File: config.mk
export PLATFORM = sky130hd
export DESIGN_NAME = regfile_wb_arbiter_flat
export DESIGN_NICKNAME = d
export VERILOG_FILES = /design/src/rtl/regfile_wb_arbiter_if.sv /design/src/rtl/regfile_wb_arbiter.sv /design/src/flat_wrapper.sv
export SDC_FILE = /design/constraint.sdc
export NUM_CORES = 1
export LEC_CHECK = 0
export CAP_MARGIN = 15
export CORE_ASPECT_RATIO = 1.25
export CORE_MARGIN = 5
export CORE_UTILIZATION = 40
export CTS_BUF_LIST = sky130_fd_sc_hd__clkbuf_8
export CTS_CLUSTER_DIAMETER = 60
export DETAILED_ROUTE_END_ITERATION = 7
export MAX_ROUTING_LAYER = met4
export PLACE_DENSITY = 0.75
export SETUP_SLACK_MARGIN = 0.5
export SLEW_MARGIN = 20
export SYNTH_ARGS = -nofsm -noshare
export SYNTH_HDL_FRONTEND = slang
export SYNTH_SLANG_ARGS = --single-unit
File: constraint.sdc
create_clock -name iClk -period 3.1 [get_ports iClk]
set_input_delay 0.62 -clock iClk [delete_from_list [all_inputs] [get_ports iClk]]
set_output_delay 0.62 -clock iClk [all_outputs]
set_load 0.01 [all_outputs]
File: src/rtl/regfile_wb_arbiter_if.sv
// +--------------------------------------------------------------------------+
// | regfile_wb_arbiter_if : write-back request, register-file write port and |
// | decode hazard signals of regfile_wb_arbiter.                  Rev 1.0    |
// +--------------------------------------------------------------------------+
`default_nettype none

interface regfile_wb_arbiter_if #(
   parameter int NREQ = 3,
   parameter int AW   = 5,
   parameter int DW   = 32
);
   logic [NREQ-1:0]    iReqValid;
   logic [NREQ-1:0]    oReqReady;
   logic [NREQ*AW-1:0] iReqAddr;
   logic [NREQ*DW-1:0] iReqData;
   logic               oWrite;
   logic [AW-1:0]      oAddrC;
   logic [DW-1:0]      oRegC;
   logic               iIssue;
   logic [AW-1:0]      iIssueAddr;
   logic [AW-1:0]      iAddrA;
   logic [AW-1:0]      iAddrB;
   logic               oBusyA;
   logic               oBusyB;
   logic               oErr;
   logic               oFwdHitA;
   logic               oFwdHitB;

   modport master (
      output iReqValid, iReqAddr, iReqData, iIssue, iIssueAddr, iAddrA, iAddrB,
      input  oReqReady, oWrite, oAddrC, oRegC, oBusyA, oBusyB, oErr,
             oFwdHitA, oFwdHitB
   );

   modport slave (
      input  iReqValid, iReqAddr, iReqData, iIssue, iIssueAddr, iAddrA, iAddrB,
      output oReqReady, oWrite, oAddrC, oRegC, oBusyA, oBusyB, oErr,
             oFwdHitA, oFwdHitB
   );
endinterface

`default_nettype wire

File: src/rtl/regfile_wb_arbiter.sv
// +--------------------------------------------------------------------------+
// | regfile_wb_arbiter : round-robin write-back arbiter for a single-port    |
// | register file with a pending-write hazard scoreboard.                    |
// | Optional macro WB_BYPASS_EN adds forward-hit outputs and busy masking.   |
// | Rev 1.0                                                                  |
// +--------------------------------------------------------------------------+
`default_nettype none

module regfile_wb_arbiter #(
   parameter int NREQ = 3,
   parameter int AW   = 5,
   parameter int DW   = 32
) (
   input  wire logic          iClk,
   input  wire logic          iRst,
   regfile_wb_arbiter_if.slave bus
);

   localparam int c_PTR_W = (NREQ > 1) ? $clog2(NREQ) : 1;
   localparam int c_NREG  = 1 << AW;

   logic [c_PTR_W-1:0] r_ptr;
   logic               r_write;
   logic [AW-1:0]      r_addr;
   logic [DW-1:0]      r_data;
   logic [c_NREG-1:0]  r_pend;
   logic               r_err;

   int                 w_scan;
   logic               w_gnt;
   logic [c_PTR_W-1:0] w_gnt_idx;
   logic [AW-1:0]      w_gnt_addr;
   logic [DW-1:0]      w_gnt_data;
   logic [NREQ-1:0]    w_ready;
   logic [c_PTR_W-1:0] w_ptr_next;
   logic [c_NREG-1:0]  w_set;
   logic [c_NREG-1:0]  w_clr;
   logic               w_err_issue;
   logic               w_err_gnt;
   logic               w_hit_a;
   logic               w_hit_b;

   // Scan from the pointer, wrapping by subtraction rather than modulo.
   always_comb begin
      w_scan    = 0;
      w_gnt     = 1'b0;
      w_gnt_idx = '0;
      for (int i = 0; i < NREQ; i++) begin
         w_scan = int'(r_ptr) + i;
         if (w_scan >= NREQ) begin
            w_scan = w_scan - NREQ;
         end
         if (!w_gnt && bus.iReqValid[w_scan]) begin
            w_gnt     = 1'b1;
            w_gnt_idx = c_PTR_W'(w_scan);
         end
      end
      if (iRst) begin
         w_gnt = 1'b0;
      end
      w_ready    = w_gnt ? (NREQ'(1) << w_gnt_idx) : '0;
      w_gnt_addr = bus.iReqAddr[w_gnt_idx*AW +: AW];
      w_gnt_data = bus.iReqData[w_gnt_idx*DW +: DW];
      w_ptr_next = (w_gnt_idx == c_PTR_W'(NREQ - 1)) ? '0 : w_gnt_idx + 1'b1;
   end

   always_comb begin
      w_set = '0;
      w_clr = '0;
      if (bus.iIssue && (bus.iIssueAddr != '0)) begin
         w_set[bus.iIssueAddr] = 1'b1;
      end
      if (w_gnt && (w_gnt_addr != '0)) begin
         w_clr[w_gnt_addr] = 1'b1;
      end
      // Re-issuing a register whose old writer retires this cycle is legal.
      w_err_issue = bus.iIssue && (bus.iIssueAddr != '0) &&
                    r_pend[bus.iIssueAddr] && !w_clr[bus.iIssueAddr];
      w_err_gnt   = w_gnt && (w_gnt_addr != '0) && !r_pend[w_gnt_addr];
   end

   always_ff @(posedge iClk) begin
      if (iRst) begin
         r_ptr   <= '0;
         r_write <= 1'b0;
         r_addr  <= '0;
         r_data  <= '0;
         r_pend  <= '0;
         r_err   <= 1'b0;
      end else begin
         r_write <= w_gnt && (w_gnt_addr != '0);
         if (w_gnt) begin
            r_ptr  <= w_ptr_next;
            r_addr <= w_gnt_addr;
            r_data <= w_gnt_data;
         end
         // Set after clear so a new issue wins over the retiring writer.
         r_pend <= ((r_pend & ~w_clr) | w_set) & {{(c_NREG-1){1'b1}}, 1'b0};
         if (w_err_issue || w_err_gnt) begin
            r_err <= 1'b1;
         end
      end
   end

`ifdef WB_BYPASS_EN
   assign w_hit_a = r_write && (r_addr == bus.iAddrA) && (bus.iAddrA != '0);
   assign w_hit_b = r_write && (r_addr == bus.iAddrB) && (bus.iAddrB != '0);
`else
   assign w_hit_a = 1'b0;
   assign w_hit_b = 1'b0;
`endif

   assign bus.oReqReady = w_ready;
   assign bus.oWrite    = r_write;
   assign bus.oAddrC    = r_addr;
   assign bus.oRegC     = r_data;
   assign bus.oBusyA    = r_pend[bus.iAddrA] & ~w_hit_a;
   assign bus.oBusyB    = r_pend[bus.iAddrB] & ~w_hit_b;
   assign bus.oErr      = r_err;
   assign bus.oFwdHitA  = w_hit_a;
   assign bus.oFwdHitB  = w_hit_b;

endmodule

`default_nettype wire

File: src/flat_wrapper.sv
// flat-port wrapper written by rule: the top's interface ports become plain ports
module regfile_wb_arbiter_flat 
#(
   parameter int NREQ = 3,
   parameter int AW   = 5,
   parameter int DW   = 32
)
  (iClk, iRst, bus_iReqValid, bus_iReqAddr, bus_iReqData, bus_iIssue, bus_iIssueAddr, bus_iAddrA, bus_iAddrB, bus_oReqReady, bus_oWrite, bus_oAddrC, bus_oRegC, bus_oBusyA, bus_oBusyB, bus_oErr, bus_oFwdHitA, bus_oFwdHitB);
  regfile_wb_arbiter_if #(.NREQ(NREQ), .AW(AW), .DW(DW)) bus_i ();
  input  wire logic iClk;
  input  wire logic iRst;
  input wire logic [$bits(bus_i.iReqValid)-1:0] bus_iReqValid;
  input wire logic [$bits(bus_i.iReqAddr)-1:0] bus_iReqAddr;
  input wire logic [$bits(bus_i.iReqData)-1:0] bus_iReqData;
  input wire logic [$bits(bus_i.iIssue)-1:0] bus_iIssue;
  input wire logic [$bits(bus_i.iIssueAddr)-1:0] bus_iIssueAddr;
  input wire logic [$bits(bus_i.iAddrA)-1:0] bus_iAddrA;
  input wire logic [$bits(bus_i.iAddrB)-1:0] bus_iAddrB;
  output wire logic [$bits(bus_i.oReqReady)-1:0] bus_oReqReady;
  output wire logic [$bits(bus_i.oWrite)-1:0] bus_oWrite;
  output wire logic [$bits(bus_i.oAddrC)-1:0] bus_oAddrC;
  output wire logic [$bits(bus_i.oRegC)-1:0] bus_oRegC;
  output wire logic [$bits(bus_i.oBusyA)-1:0] bus_oBusyA;
  output wire logic [$bits(bus_i.oBusyB)-1:0] bus_oBusyB;
  output wire logic [$bits(bus_i.oErr)-1:0] bus_oErr;
  output wire logic [$bits(bus_i.oFwdHitA)-1:0] bus_oFwdHitA;
  output wire logic [$bits(bus_i.oFwdHitB)-1:0] bus_oFwdHitB;
  assign bus_i.iReqValid = bus_iReqValid;
  assign bus_i.iReqAddr = bus_iReqAddr;
  assign bus_i.iReqData = bus_iReqData;
  assign bus_i.iIssue = bus_iIssue;
  assign bus_i.iIssueAddr = bus_iIssueAddr;
  assign bus_i.iAddrA = bus_iAddrA;
  assign bus_i.iAddrB = bus_iAddrB;
  assign bus_oReqReady = bus_i.oReqReady;
  assign bus_oWrite = bus_i.oWrite;
  assign bus_oAddrC = bus_i.oAddrC;
  assign bus_oRegC = bus_i.oRegC;
  assign bus_oBusyA = bus_i.oBusyA;
  assign bus_oBusyB = bus_i.oBusyB;
  assign bus_oErr = bus_i.oErr;
  assign bus_oFwdHitA = bus_i.oFwdHitA;
  assign bus_oFwdHitB = bus_i.oFwdHitB;
  regfile_wb_arbiter #(.NREQ(NREQ), .AW(AW), .DW(DW)) u_core (.iClk(iClk), .iRst(iRst), .bus(bus_i));
endmodule
; ---- Yosys cells after proc, flatten, opt, wreduce, memory -nomap -nowiden
; Index checks and enable logic that the tools add are counted.
[op_classes]
add_sub_neg = 6
n_reduce_logical = 16
n_mux = 37
magnitude_cmp = 12
mul = 1
n_eq_ne = 1
shift = 3
bitwise_logic = 3
[op_table]
columns = cell, count
row1 = two-way mux 32 bit, 5
row2 = less-than comparator 32 x 4 -> 1 bit (second input constant), 3
row3 = indexed part select 96 x 8 -> 32 bit, 1
row4 = greater-or-equal comparator 32 x 3 -> 1 bit (second input constant), 2
row5 = subtractor 32 x 3 -> 32 bit (second input constant), 2
row6 = bitwise AND 32 bit, 1
row7 = NOT 32 bit, 1
row8 = bitwise OR 32 bit, 1
row9 = binary-select mux 1 bit (select 5 bit), 5
row10 = less-than comparator 5 x 6 -> 1 bit (second input constant), 4
row11 = two-way mux 1 bit, 17
row12 = indexed part select 15 x 6 -> 5 bit, 1
row13 = demux 1 bit (select 5 bit), 2
row14 = greater-or-equal comparator 5 x 1 -> 1 bit (second input constant), 2
row15 = nonzero test 5 bit, 2
row16 = logical AND 1 bit, 9
row17 = two-way mux 2 bit, 4
row18 = binary-select mux 1 bit (select 2 bit), 3
row19 = multiplier 2 x 3 -> 5 bit (second input constant), 1
row20 = zero test 1 bit, 4
row21 = adder 2 x 1 -> 3 bit (second input constant), 1
row22 = adder 2 x 2 -> 3 bit (second input constant), 1
row23 = two-way mux 3 bit, 1
row24 = left shift 1 x 2 -> 3 bit (first input constant), 1
row25 = 5 further kinds, 5
[word_totals]
in_bits = 132
out_inout_bits = 46
reg_bits = 73

; ---- Longest topological paths before layout
[depth]
ltp_word = 24
ltp_mapped = 14

; ---- Worst setup path before layout
; No wires, ideal clock.
[synth_path]
kind = reg-to-reg
start = register u_core.r_ptr[0]
end = register u_core.r_err, in the netlist u_core.bus.oErr
required_ps = 2984
arrival_time_ps = 3078
path_slack_ps = -94
path_stages_with_launch = 13
path_cell_list = dfxtp_1 > inv_1 > ha_1 > and3b_1 > a211o_2 > o21ai_2 > buf_6 > mux2_4 > mux2_4 > or3_1 > o311ai_1 > a2111oi_0 > a41o_1
[synth_via]
elab_chain_cells = 24
word_cells_on_any_way = 50
[synth_rtl]
columns = element, line
row1 = "start, declared", regfile_wb_arbiter.sv:22  ; logic [c_PTR_W-1:0] r_ptr;
row2 = "start signal, assigned", regfile_wb_arbiter.sv:93  ; r_ptr <= w_ptr_next;
row3 = branches (longest 23 deep; another with subtractor 32 x 3 -> 32 bit), -
row4 = logical OR 1 bit *, regfile_wb_arbiter.sv:99  ; if (w_err_issue || w_err_gnt) begin
row5 = "end signal, assigned", regfile_wb_arbiter.sv:89  ; r_err <= 1'b0;
row6 = "end signal, assigned", regfile_wb_arbiter.sv:100  ; r_err <= 1'b1;
row7 = "end, declared", regfile_wb_arbiter.sv:27  ; logic r_err;
; Mark *: on every way between the ends. The select of a mux whose other input is x is not followed.
; A chain may end at the register's enable or synchronous reset.

; ---- Worst setup path after layout
; Same ends and word-level chain as after synthesis.

==> results.md <==
Run status:
- The flow ran to the end, but the final reports show violations.
- The final reports fail on setup timing.

Logic synthesis:
- The per-instance average area after synthesis is slightly above 8 µm².
- Synthesis inferred just over 70 register bits.
- The share of flip-flops with an asynchronous set or reset is 0%.
- Counting flops with a built-in enable in the synthesized netlist gives 0.
- The count of different cell masters after synthesis is 58.
- The synthesized instance count is ~620.
- The sequential area share after synthesis is between 20% and 30%.
- Among all flip-flop cells after synthesis, the most frequent one is sky130_fd_sc_hd__dfxtp_1.
- In this run the cell area of the synthesized design comes to 0.005049 mm².
- The yosys synthesis warning count is 0.

Routing:
- The number of vias in the routed layout is slightly above 6000.
- The routed length on met1 is about 7200 µm.
- In the routed design, unresolved DRC markers number 0.
- Detailed routing placed a total of roughly 1600 µm of wire on met3.
- The DRC marker count from the first detailed-route iteration is 324.
- In the detailed route, the total length drawn on met2 is between 10000 and 15000 µm.
- The number of iterations in the first detailed-routing pass is 7.
- Once detail routing completed, the nets flagged for antenna violations numbered 0.
- The highest metal layer with signal wires is met4.
- In the routed layout, each cell is associated on average with a via count of between 5 and 6.
- The routed length per instance is around 20 µm.
- The final layout contains routed wiring with a total length of 21490 µm.

Timing:
- The headroom to the max-slew limit is 48.53%.
- The total setup violations reported at the end of the flow is 2.
- Static timing analysis puts the maximum clock frequency at 309.8 MHz.
- At the pin with the least slew margin, the transition time is approximately 770 ps.
- For the finished layout, the period the worst path requires is about 3200 ps.
- The max-slew violation count is 0.
- The final setup skew is roughly 13 ps.
- In the post-route analysis, the smallest setup slack over all paths is -127.8 ps.
- The final cycle utilization of the critical path is 104.1%.
- In the final timing run, aggregate negative setup slack is -194.8 ps.
- The number of hold-slack violations in the final timing report is 0.
- Setup repair after global routing could not meet its margin everywhere.

Clock tree:
- The clock latency at the later pin of the worst-skew pair is roughly 370 ps.
- The deepest clock path buffer count is 2.
- The root buffer cell chosen for the clock tree is sky130_fd_sc_hd__clkbuf_8.
- The clock net in this run drives a total of between 70 and 80 sinks.
- The number of hold-repair buffers added at the cts stage is 0.
- The TritonCTS buffer count is 9.
- CTS built an H-tree with a depth of 3.
- TritonCTS built the clock tree.
- The clock edge transition at the registers on the reported setup and hold paths is 90 ps.

Worst setup path:
- In this run the register-to-register setup slack is -130 ps.
- Counting both buffers and inverters, the worst setup path holds a total of 3.
- The worst endpoint data arrival time is roughly 3500 ps.
- STA classifies the critical path endpoint as a register.
- The cell class contributing the biggest share of worst-path delay is compound AO/OA/AOI/OAI gates.
- The worst-path maximum fanout is 5.
- The type of element launching the critical path is a register.
- Data on the critical path is required at its endpoint by between 3000 and 4000 ps.
- The worst register-to-register path begins at u_core.r_ptr[0].
- The most frequent cell on the critical path is sky130_fd_sc_hd__buf_4.
- The endpoint identified for the worst register-to-register timing path is u_core.bus.oErr.
- The slowest stage of the critical path belongs to the cell sky130_fd_sc_hd__o31ai_1.
- The signal on the critical path passes through inv_4 > ha_4 > and3b_1 > a211o_2 > buf_4 > o211ai_1 > buf_4 > a31oi_2 > o31ai_1 > or3_1 > o311ai_2 > a2111oi_2 > a41o_1.
- The number of cells on the worst reg-to-reg path is 13.
- For this run, the slowest stage of the critical path takes 400 ps.
- The worst setup path is of the reg2reg kind.

Run:
- The count of maximum capacitance violations is 0.

Power:
- In this run the power density over the cells is 1043 mW/mm².
- The worst-case IR drop observed on VDD is approximately 0.00067 V.
- The switching part of the total power is a little over two fifths.
- The part of the power in registers is between 10% and 20%.
- For this design the static power due to leakage is approximately 3.5 nW.
- Internal power comes to around 0.0053 W.
- The clock share of power is 8.3%.
- For this design the total switching power over the nets is approximately 0.0040 W.
- The combinational share of power is roughly 78%.
- The sum of internal, switching and leakage power is between 0.009 and 0.01 W.

Final layout:
- The finished cells cover around 0.0089 mm².
- The area growth from synthesis to layout is 75.54%.
- The fraction of final layout cells with drive strength greater than 1 is around a third.
- 0 antenna diodes ended up in the layout.
- At the end of the flow, the number of nets in the layout was 1017.
- Cells fill a little over two thirds of the core in the end.

Worst hold path:
- The class of the tightest hold or removal check is reg2reg.
- The worst hold path terminates at u_core.bus.oRegC[5].
- In this run the most critical hold path is launched from u_core.bus.oRegC[5].
- The worst hold path was traced through 2 stages.

Die:
- From left edge to right edge, the die measures around 110 µm.
- The starting density of the core is between 40% and 50%.
- The floorplan step defined a core boundary enclosing 0.01255 mm².
- The die covers ~0.015 mm².
- The y dimension of the die is 135.6 µm.
- The I/O pin total is 178.
- The row count is 46.

Global routing:
- The initial antenna violation count is 0.
- The pin count of the biggest net entering global routing is 78.
- Global routing used between 20 and 30% of the available tracks across all layers.
- The first global-routing pass estimated 32960 µm of wire.
- The via count of the first global-routing pass was between 6000 and 7000.
- The sum of overflow across all layers after global routing is 0.

Placed design:
- The count of buffers from port buffering is roughly 180.
- The standard cell area after detailed placement is between 0.007 and 0.008 mm².
- The final HPWL from detailed placement is around 15000 µm.
- At the end of routability-driven placement, the weighted congestion stood at 1.013.
[cell families after synthesis]
logic type      after synthesis  synth area share [%]
other cells                   1               0.07428
buf+inv                      52                 4.560
mux                          89                 24.83
flops                        72                 28.55
fa+ha+maj                     4                0.9914
simple gates                207                 17.70
xor+xnor                      1                0.1735
compound gates              189                 23.12
[final cells by class]
type,count,area (µm²)
fillers,973,3685
well taps,168,210.2
clock buffers,9,123.9
inverters,8,32.53
clock inverters,7,72.57
repair buffers,298,3078
multi-input cells,492,3899
flip-flops and latches,72,1446
[power by group through the flow]
| stage | combinational (W) | clock [W] | sequential [W] |
|---|---|---|---|
| after floorplan | 0.00283 | 0 | 0.00139 |
| after global placement | 0.00495 | 0 | 0.00131 |
| after detailed placement | 0.00507 | 0 | 0.00132 |
| after CTS | 0.00678 | 0.000775 | 0.00131 |
| after global routing | 0.00763 | 0.000818 | 0.00134 |
| final | 0.00716 | 0.000766 | 0.00132 |
[cells in the final DEF (no fill, tap or decap), types with 6 or more instances in the layout]
cell type,instances
sky130_fd_sc_hd__dfxtp_1,70
sky130_fd_sc_hd__o211ai_1,7
sky130_fd_sc_hd__mux2_2,7
sky130_fd_sc_hd__o21ai_2,26
sky130_fd_sc_hd__o21ai_1,6
sky130_fd_sc_hd__clkdlybuf4s50_1,162
sky130_fd_sc_hd__mux2i_1,39
sky130_fd_sc_hd__nor2_1,96
sky130_fd_sc_hd__inv_1,7
sky130_fd_sc_hd__mux2i_2,9
sky130_fd_sc_hd__buf_4,67
sky130_fd_sc_hd__a21oi_1,74
sky130_fd_sc_hd__clkbuf_8,9
sky130_fd_sc_hd__nand3_1,7
sky130_fd_sc_hd__buf_6,41
sky130_fd_sc_hd__buf_12,10
sky130_fd_sc_hd__nand3_4,10
sky130_fd_sc_hd__mux4_2,27
sky130_fd_sc_hd__a211oi_1,31
sky130_fd_sc_hd__nand2_1,52
[routing by layer]
layer / GRT usage [%] / up-vias
met4: 20.40 / 0
met5: - / -
li1: - / 2804
met2: 50.78 / 387
met1: 27.58 / 2800
met3: 6.032 / 124
[Yosys cell counts (4+ instances only)]
cell type	n	area [µm²]
sky130_fd_sc_hd__mux2_2	9	101.4
sky130_fd_sc_hd__nor3_1	7	35.03
sky130_fd_sc_hd__a211oi_1	36	270.3
sky130_fd_sc_hd__nand3_1	19	95.09
sky130_fd_sc_hd__a21o_1	5	37.54
sky130_fd_sc_hd__o21ai_0	37	185.2
sky130_fd_sc_hd__buf_2	7	35.03
sky130_fd_sc_hd__a21oi_1	78	390.4
sky130_fd_sc_hd__nand2b_1	5	31.28
sky130_fd_sc_hd__o211ai_1	7	52.55
sky130_fd_sc_hd__clkbuf_1	27	101.4
sky130_fd_sc_hd__nand2_1	54	202.7
sky130_fd_sc_hd__ha_1	4	50.05
sky130_fd_sc_hd__mux4_2	27	608.1
sky130_fd_sc_hd__buf_1	5	18.77
sky130_fd_sc_hd__nor2_1	100	375.4
sky130_fd_sc_hd__inv_1	8	30.03
sky130_fd_sc_hd__mux2i_1	50	500.5
sky130_fd_sc_hd__dfxtp_1	72	1441
[sequential cells by signal, indices dropped and copies added (netlist names)]
signal and count:
u_core.bus.oWrite 1, u_core.bus.oErr 1, u_core.bus.oAddrC 5, u_core.bus.oRegC 32
u_core.r_pend 31, u_core.r_ptr 2
[stage by stage]
step / instances / setup slack [ps] / hold slack [ps]
6_report: 1054 / -127.8 / 495.2
5_1_grt: 1054 / -246.5 / 530.6
4_1_cts: 1050 / -60.71 / 500.5
3_5_place_dp: 1005 / -560.2 / 476.5
3_3_place_gp: 1005 / -510.1 / 466.3
2_1_floorplan: 616 / 53.68 / 479.3
[worst reg2reg max path, stage by stage, from the launching register on]
cell and delay (ps):
sky130_fd_sc_hd__dfxtp_4 390, sky130_fd_sc_hd__inv_4 40, sky130_fd_sc_hd__ha_4 270, sky130_fd_sc_hd__and3b_1 180, sky130_fd_sc_hd__a211o_2 340, sky130_fd_sc_hd__buf_4 150, sky130_fd_sc_hd__o211ai_1 290, sky130_fd_sc_hd__buf_4 170
sky130_fd_sc_hd__a31oi_2 100, sky130_fd_sc_hd__o31ai_1 400, sky130_fd_sc_hd__or3_1 190, sky130_fd_sc_hd__o311ai_2 120, sky130_fd_sc_hd__a2111oi_2 390, sky130_fd_sc_hd__a41o_1 150
[worst max-delay path by stage]
stage | start | slack, ps | endpoint | depth (start not counted)
global route | u_core.r_ptr[0] | -250 | u_core.bus.oErr | 13
detailed placement | bus_iAddrA[0] | -560 | bus_oBusyA | 6
finish | u_core.r_ptr[0] | -130 | u_core.bus.oErr | 13
CTS | u_core.r_ptr[0] | -60 | u_core.bus.oErr | 12
floorplan | u_core.r_ptr[1] | 50 | u_core.bus.oErr | 13
global placement | bus_iAddrA[0] | -510 | bus_oBusyA | 6
[repair_timing]
item	4_1_cts	5_1_grt
setup buffers	23	4
endpoints found under the setup margin	75	77
resized for setup	200	40
cloned	6	0
hold endpoints to repair	0	0
pin swaps	48	9
No activity file was read; power rests on OpenSTA's default activity.
